## src/rtl/prog_counter_pkg.sv

```systemverilog
// rtl/prog_counter_pkg.sv - shared state encoding and mode constants for prog_counter
package prog_counter_pkg;

  typedef enum logic [1:0] {
    ST_IDLE  = 2'd0,
    ST_ARMED = 2'd1,
    ST_RUN   = 2'd2,
    ST_DONE  = 2'd3
  } state_t;

  localparam logic MODE_ONESHOT = 1'b0;
  localparam logic MODE_RELOAD  = 1'b1;

endpackage

```

## src/rtl/prog_counter.sv

```systemverilog
// rtl/prog_counter.sv - loadable terminal-count counter, one-shot or auto-reload
module prog_counter
  import prog_counter_pkg::*;
#(
  parameter int WIDTH      = 8,
  parameter bit DONE_PULSE = 1'b0
) (
  input  logic             clk,
  input  logic             rstN,
  input  logic             ldEn,
  input  logic [WIDTH-1:0] value,
  input  logic             mode,
  input  logic             cEn,
  input  logic             abort,
  output logic [WIDTH-1:0] count,
  output logic             cO,
  output logic             cDone,
  output logic             wrap,
  output logic             busy
);

  state_t           r_state;
  logic [WIDTH-1:0] r_count;
  logic [WIDTH-1:0] r_target;
  logic             r_mode;
  logic             r_done;
  logic             r_wrap;

  state_t           w_state_nxt;
  logic [WIDTH-1:0] w_count_nxt;
  logic [WIDTH-1:0] w_target_nxt;
  logic             w_mode_nxt;
  logic             w_done_nxt;
  logic             w_wrap_nxt;

  logic             w_busy;
  logic             w_accept;
  logic             w_last;
  logic [WIDTH:0]   w_count_inc;

  assign w_busy      = (r_state == ST_ARMED) || (r_state == ST_RUN);
  assign w_accept    = cEn && w_busy;
  // One extra bit so a target of 2^WIDTH-1 is reached without rollover
  assign w_count_inc = {1'b0, r_count} + {{WIDTH{1'b0}}, 1'b1};
  assign w_last      = (w_count_inc == {1'b0, r_target});

  always_ff @(posedge clk or negedge rstN) begin
    if (!rstN) begin
      r_state  <= ST_IDLE;
      r_count  <= '0;
      r_target <= '0;
      r_mode   <= MODE_ONESHOT;
      r_done   <= 1'b0;
      r_wrap   <= 1'b0;
    end else begin
      r_state  <= w_state_nxt;
      r_count  <= w_count_nxt;
      r_target <= w_target_nxt;
      r_mode   <= w_mode_nxt;
      r_done   <= w_done_nxt;
      r_wrap   <= w_wrap_nxt;
    end
  end

  always_comb begin
    w_state_nxt  = r_state;
    w_count_nxt  = r_count;
    w_target_nxt = r_target;
    w_mode_nxt   = r_mode;
    w_done_nxt   = DONE_PULSE ? 1'b0 : r_done;
    w_wrap_nxt   = 1'b0;

    if (abort) begin
      w_state_nxt = ST_IDLE;
      w_count_nxt = '0;
      w_done_nxt  = 1'b0;
    end else if (ldEn) begin
      w_target_nxt = value;
      w_mode_nxt   = mode ? MODE_RELOAD : MODE_ONESHOT;
      w_count_nxt  = '0;
      // A zero-length load finishes immediately in either mode
      if (value == '0) begin
        w_state_nxt = ST_DONE;
        w_done_nxt  = 1'b1;
      end else begin
        w_state_nxt = ST_ARMED;
        w_done_nxt  = 1'b0;
      end
    end else if (w_accept) begin
      if (!w_last) begin
        w_count_nxt = w_count_inc[WIDTH-1:0];
        w_state_nxt = ST_RUN;
      end else if (r_mode == MODE_RELOAD) begin
        w_count_nxt = '0;
        w_state_nxt = ST_ARMED;
        w_wrap_nxt  = 1'b1;
      end else begin
        w_count_nxt = r_target;
        w_state_nxt = ST_DONE;
        w_done_nxt  = 1'b1;
      end
    end
  end

  assign count = r_count;
  assign cO    = w_accept;
  assign cDone = r_done;
  assign wrap  = r_wrap;
  assign busy  = w_busy;

endmodule

```

## config.mk

```make
export PLATFORM = sky130hd
export DESIGN_NAME = prog_counter
export DESIGN_NICKNAME = d
export VERILOG_FILES = /design/src/rtl/prog_counter_pkg.sv /design/src/rtl/prog_counter.sv
export SDC_FILE = /design/constraint.sdc
export NUM_CORES = 1
export LEC_CHECK = 0
export BUFFER_PORTS_ARGS = -buffer_cell sky130_fd_sc_hd__buf_2
export CAP_MARGIN = 20
export CELL_PAD_IN_SITES_DETAIL_PLACEMENT = 1
export CELL_PAD_IN_SITES_GLOBAL_PLACEMENT = 1
export CORE_MARGIN = 5
export CORE_UTILIZATION = 45
export CTS_CLUSTER_SIZE = 12
export DETAILED_ROUTE_END_ITERATION = 16
export PLACE_DENSITY_LB_ADDON = 0.1
export SYNTH_ARGS = -nofsm -noshare
export SYNTH_HDL_FRONTEND = slang
export SYNTH_SLANG_ARGS = --single-unit
```

## constraint.sdc

```tcl
create_clock -name clk -period 4.29 [get_ports clk]
set_input_delay 0.2145 -clock clk [delete_from_list [all_inputs] [get_ports clk]]
set_output_delay 0.2145 -clock clk [all_outputs]
set_load 0.01 [all_outputs]
```

-- Word-level counts from Yosys, hierarchy flattened
Index checks and enable logic that the tools add are counted.
- flip-flop bits (word level): 21
- input bits: 14
- output and inout port bits: 12
- word-level logic and storage cells: 42
- reductions and logical operators: 7
- add/subtract/negate cells: 1
- eq/ne operators: 4
- muxes and demuxes: 23
- bitwise operators: 1
- operators with widths (operator ; number):
    $mux 8 ; 5
    $mux 1 ; 12
    $mux 2 ; 6
    $add 8x1->9 const B ; 1
    $eq 9x8->1 ; 1
    $logic_not 8->1 ; 1
    $reduce_bool 3->1 ; 2
    $ne 3x3->1 const B ; 1
    $reduce_and 3->1 ; 1
    $eq 2x1->1 const B ; 1
    $eq 2x2->1 const B ; 1
    $reduce_and 2->1 ; 1
    $logic_and 1x1->1 ; 1
    $logic_or 1x1->1 ; 1
    $not 1->1 ; 1

-- Depth between registers and ports, before layout
- word-level depth: 6
- gate-level depth with buffers: 7
- depth with buffers taken out: 7

-- Worst setup path after synthesis
OpenSTA, ideal clock, no wires.
- path type: register to register
- start point: register r_count[3], in the netlist count[3]
- end point: register r_count[2], in the netlist count[2]
- data required time: 4168 ps
- path buffers: 1
- path slack: 1897 ps
- cell stages (with the launch flop): 8
- arrival time: 2272 ps
- cells stage by stage: dfrtp_1 buf_2 nand2_1 or2_1 or4_4 a2111oi_4 o21ai_1 a32o_1
- word-level cells in the longest chain between the ends: 6
- ends and longest elaborated chain (element ; line ; source):
    start: declaration ; prog_counter.sv:23 ; logic [WIDTH-1:0] r_count;
    start signal: assignment ; prog_counter.sv:57 ; r_count <= w_count_nxt;
    $add 8x1->9 ; prog_counter.sv:44 ; assign w_count_inc = {1'b0, r_count} + {{WIDTH{1'b0}}, 1'b1};
    $eq 9x8->1 ; prog_counter.sv:45 ; assign w_last = (w_count_inc == {1'b0, r_target});
    $mux 8 ; prog_counter.sv:90 ; if (!w_last) begin
    $mux 8 ; prog_counter.sv:89 ; end else if (w_accept) begin
    $mux 8 ; prog_counter.sv:77 ; end else if (ldEn) begin
    $mux 8 ; prog_counter.sv:73 ; if (abort) begin
Every way passes these cells. The select of a mux whose other input is x is not followed.
A chain may end at the register's enable or synchronous reset.

-- Final worst setup path
- start point: register r_count[2], in the netlist count[2]
- end point: register r_count[7], in the netlist count[7]
- word-level cells in the longest chain between the ends: 6
- ends and longest elaborated chain (element ; line):
    $add 8x1->9 * ; prog_counter.sv:44
    $eq 9x8->1 ; prog_counter.sv:45
    $mux 8 * ; prog_counter.sv:90
    $mux 8 * ; prog_counter.sv:89
    $mux 8 * ; prog_counter.sv:77
    $mux 8 * ; prog_counter.sv:73
Mark *: on every way between the ends. The rest lies on a longest branch, timed or not. The select of a mux whose other input is x is not followed.

==> flow_summary_export.csv <==
group,metric,value,unit
global_route,grt_antenna_before_repair,0,
final_layout,synthToLayoutAreaGrowth,13.13,%
final_layout,drive_gt1_share,27.39,%
logic_synthesis,synth-simple-area-share,23.26,%
drt,drtPass1Iterations,4,
critical_path,endpoint,"count[7]",
clock_tree,cts.sinks,21,
hold_path,hold_path_startpoint,"abort",
critical_path,r2r_start,"count[2]",
logic_synthesis,synth_compound_area_share,14.92,%
die,die_h,64.44,µm
hold_path,hp-class,"input pin to flip-flop",
power_and_ir_drop,p_int,290.7,µW
final_layout,final_nets,173,
run_status,outcome,"finished clean",
clock_tree,clkSlewWorstSetupHoldPaths,0.12,ns
logic_synthesis,synth-edff-count,0,
clock_tree,root_buffer,"clkbuf_4",
global_route,track_usage,17.84,%
logic_synthesis,synth_top_family_by_area,"simple AND/OR/NAND/NOR gates",
sta,setup_viol,0,
die,coreArea,2805,µm²
power_and_ir_drop,ir_drop,181.4,µV
sta,worstMarginPinSlew,0.7186,ns
drt,first_iter_violations,74,
placement,hpwl,2571,µm
final_layout,antenna_cells,0,
global_route,grt_overflow,0,
logic_synthesis,syn_nets,147,
drt,wl,3317,µm
clock_tree,cts_tree,"done",
global_route,grtUsageMet1,24.95,%
die,initial_core_util,47.55,%
power_and_ir_drop,switchingPower,127.6,µW
logic_synthesis,synth-seq-cells,21,
clock_tree,clock_latency,0.31,ns
die,fp-row-count,19,
power_and_ir_drop,power_frac_clock,23.4,%
global_route,grt_start_max_net_pins,22,
final_layout,most-common-layout-cells,"buf_2 (25), dfrtp_1 (21), nand2_1 (12)",
drt,vias,1103,
power_and_ir_drop,p_seq_share,56.5,%
drt,wl_per_cell,17.64,µm
logic_synthesis,ys.warnings.count,0,
clock_tree,cts_buffer_depth,2,
clock_tree,cts_buffers,3,
clock_tree,cts_hold_buf,1,
die,ios,26,
clock_tree,cts_setup_buffers,0,
logic_synthesis,seq_area_frac_synth,39.40,%
run,max-cap-violations,0,
critical_path,critPathLaunch,"count[2]",
logic_synthesis,syn_inst,132,
logic_synthesis,yosys.area_share.adder,0.9381,%
logic_synthesis,synth_async_sr_flop_share,100.0,%
global_route,use_met3,1.727,%
placement,portBuffers,25,
sta,fin_crit,2.734,ns
power_and_ir_drop,p_leak,0.6702,nW
logic_synthesis,syn_area,1334,µm²
final_layout,layout_commonest_cell,"buf_2",
drt,remaining_drc_errors,0,
critical_path,worstReg2RegEnd,"count[7]",
critical_path,path_max_fanout,10,
power_and_ir_drop,p_sw_share,30.51,%
critical_path,end_kind,"flip-flop",
sta,fin_setup_tns,0,ns
sta,fmax,365.7,MHz
logic_synthesis,synth-xor-area-share,8.912,%
critical_path,cp_data_arrival_time,2.97,ns
critical_path,cp-start-kind,"flip-flop",
logic_synthesis,ys.flop_type,"dfrtp_1",
critical_path,worstSetupPathType,"flip-flop to flip-flop",
clock_tree,htree_levels,1,
logic_synthesis,ys_types,48,
global_route,gr-max-usage-layer,"met2",
clock_tree,cts_resized,0,
power_and_ir_drop,finalPower,418.3,µW
drt,viasPerCell,5.867,
die,dieArea,4153,µm²
global_route,use_met2,28.22,%
placement,gp_congestion,0.8650,
sta,clock_skew,0.005101,ns
sta,rsz0062_at_grt,"false",
die,die_w,64.44,µm
sta,slew_viol_final,0,
critical_path,reg2reg_slack,1.56,ns
global_route,grt_pass1_vias,1206,
sta,hold_viol,0,
logic_synthesis,syn-mean-instance-area,10.10,µm²
sta,max_slew_margin,51.92,%
hold_path,hold_depth,2,
logic_synthesis,synth.area.mux_share,9.850,%
sta,fin_crit_sh,63.73,%
drt,drtAntennaViolNets,0,
critical_path,critPathRequiredTime,4.52,ns
power_and_ir_drop,p_per_area,277.2,nW/µm²
global_route,grt_first_pass_wirelength,5858,µm
power_and_ir_drop,combinationalPowerShare,20.1,%
critical_path,r2r.worst_path.cells,6,
-- Yosys cell counts, types with 2 or more instances --
library cell | n | area share (%)
xnor2_1 | 2 | 1.3
nand2_1 | 12 | 3.4
nor3_1 | 2 | 0.75
nand4b_1 | 3 | 2.0
nor4_1 | 2 | 0.94
a32o_1 | 2 | 1.5
nand3b_1 | 5 | 2.8
nand3_1 | 6 | 2.3
nor2_1 | 9 | 2.5
or2_2 | 2 | 0.94
a21o_1 | 3 | 1.7
dfrtp_1 | 21 | 39
a31oi_1 | 2 | 0.94
mux2i_1 | 3 | 2.3
nand2b_1 | 2 | 0.94
o21ai_0 | 2 | 0.75
o21ai_1 | 2 | 0.75
mux2_2 | 9 | 7.6
clkbuf_1 | 2 | 0.56
buf_2 | 2 | 0.75
a21oi_1 | 4 | 1.5
inv_1 | 2 | 0.56
xor2_1 | 7 | 4.6
or3_1 | 2 | 0.94
-- power by group through the flow --
stage	Combinational (mW)	Sequential [mW]	Clock, mW
3_3_place_gp	0.0815	0.239	0
3_5_place_dp	0.0840	0.239	0
4_1_cts	0.0850	0.236	0.104
6_report	0.0841	0.236	0.0979
2_1_floorplan	0.0614	0.229	0
5_1_grt	0.0935	0.238	0.114
-- worst min path at each step --
stage / end / slack [ns]
after global placement: r_target[6] / 0.19
final: r_state[0] / 0.09
after CTS: r_state[0] / 0.08
after detailed placement: r_target[6] / 0.20
after global routing: r_state[0] / 0.08
after floorplan: cDone / -0.08
-- cell families after synthesis --
family / after synthesis
DFF: 21
buffers and inverters: 8
AOI/OAI and AO/OA: 25
muxes: 12
xor gates and xnor gates: 11
adders and majority gates: 1
and+or+nand+nor: 54
-- layer usage --
layer / vias to the layer above / part of all wire (%)
met4: 0 / 1.3
met2: 18 / 49
met5: - / 0
met3: 4 / 2.3
li1: 541 / -
met1: 540 / 48
-- critical path, stage by stage, from the launching register on --
cell       delay, ns
dfrtp_1         0.52
nand2_1         0.13
or2_1           0.30
or4_4           0.57
a2111oi_4       0.64
nand2_1         0.27
mux2i_1         0.22
-- stage by stage --
stage | hold WS (ns) | cell area [µm²] | instances | worst slack, ns | utilization, %
final | 0.09144 | 1509 | 188 | 1.556 | 53.79
after global routing | 0.08469 | 1509 | 188 | 1.324 | 53.79
after CTS | 0.08281 | 1509 | 188 | 1.546 | 53.79
after detailed placement | 0.1955 | 1473 | 183 | 1.573 | 52.50
after global placement | 0.1910 | 1473 | 183 | 1.659 | 52.50
after floorplan | -0.08109 | 1334 | 132 | 1.897 | -
-- layout make-up --
type | instances | area [µm²]
Multi-Input combinational cell | 103 | 772.0
Inverter | 3 | 11.26
Timing Repair Buffer | 26 | 135.1
Fill cell | 325 | 1296
Sequential cell | 21 | 525.5
Clock buffer | 4 | 26.28
Tap cell | 31 | 38.79
-- registers in the layout, indices dropped and copies added, names as in the netlist --
name / cells
cDone: 1
count: 8
r_mode: 1
r_state: 2
r_target: 8
wrap: 1
No activity file was read; power rests on OpenSTA's default activity.
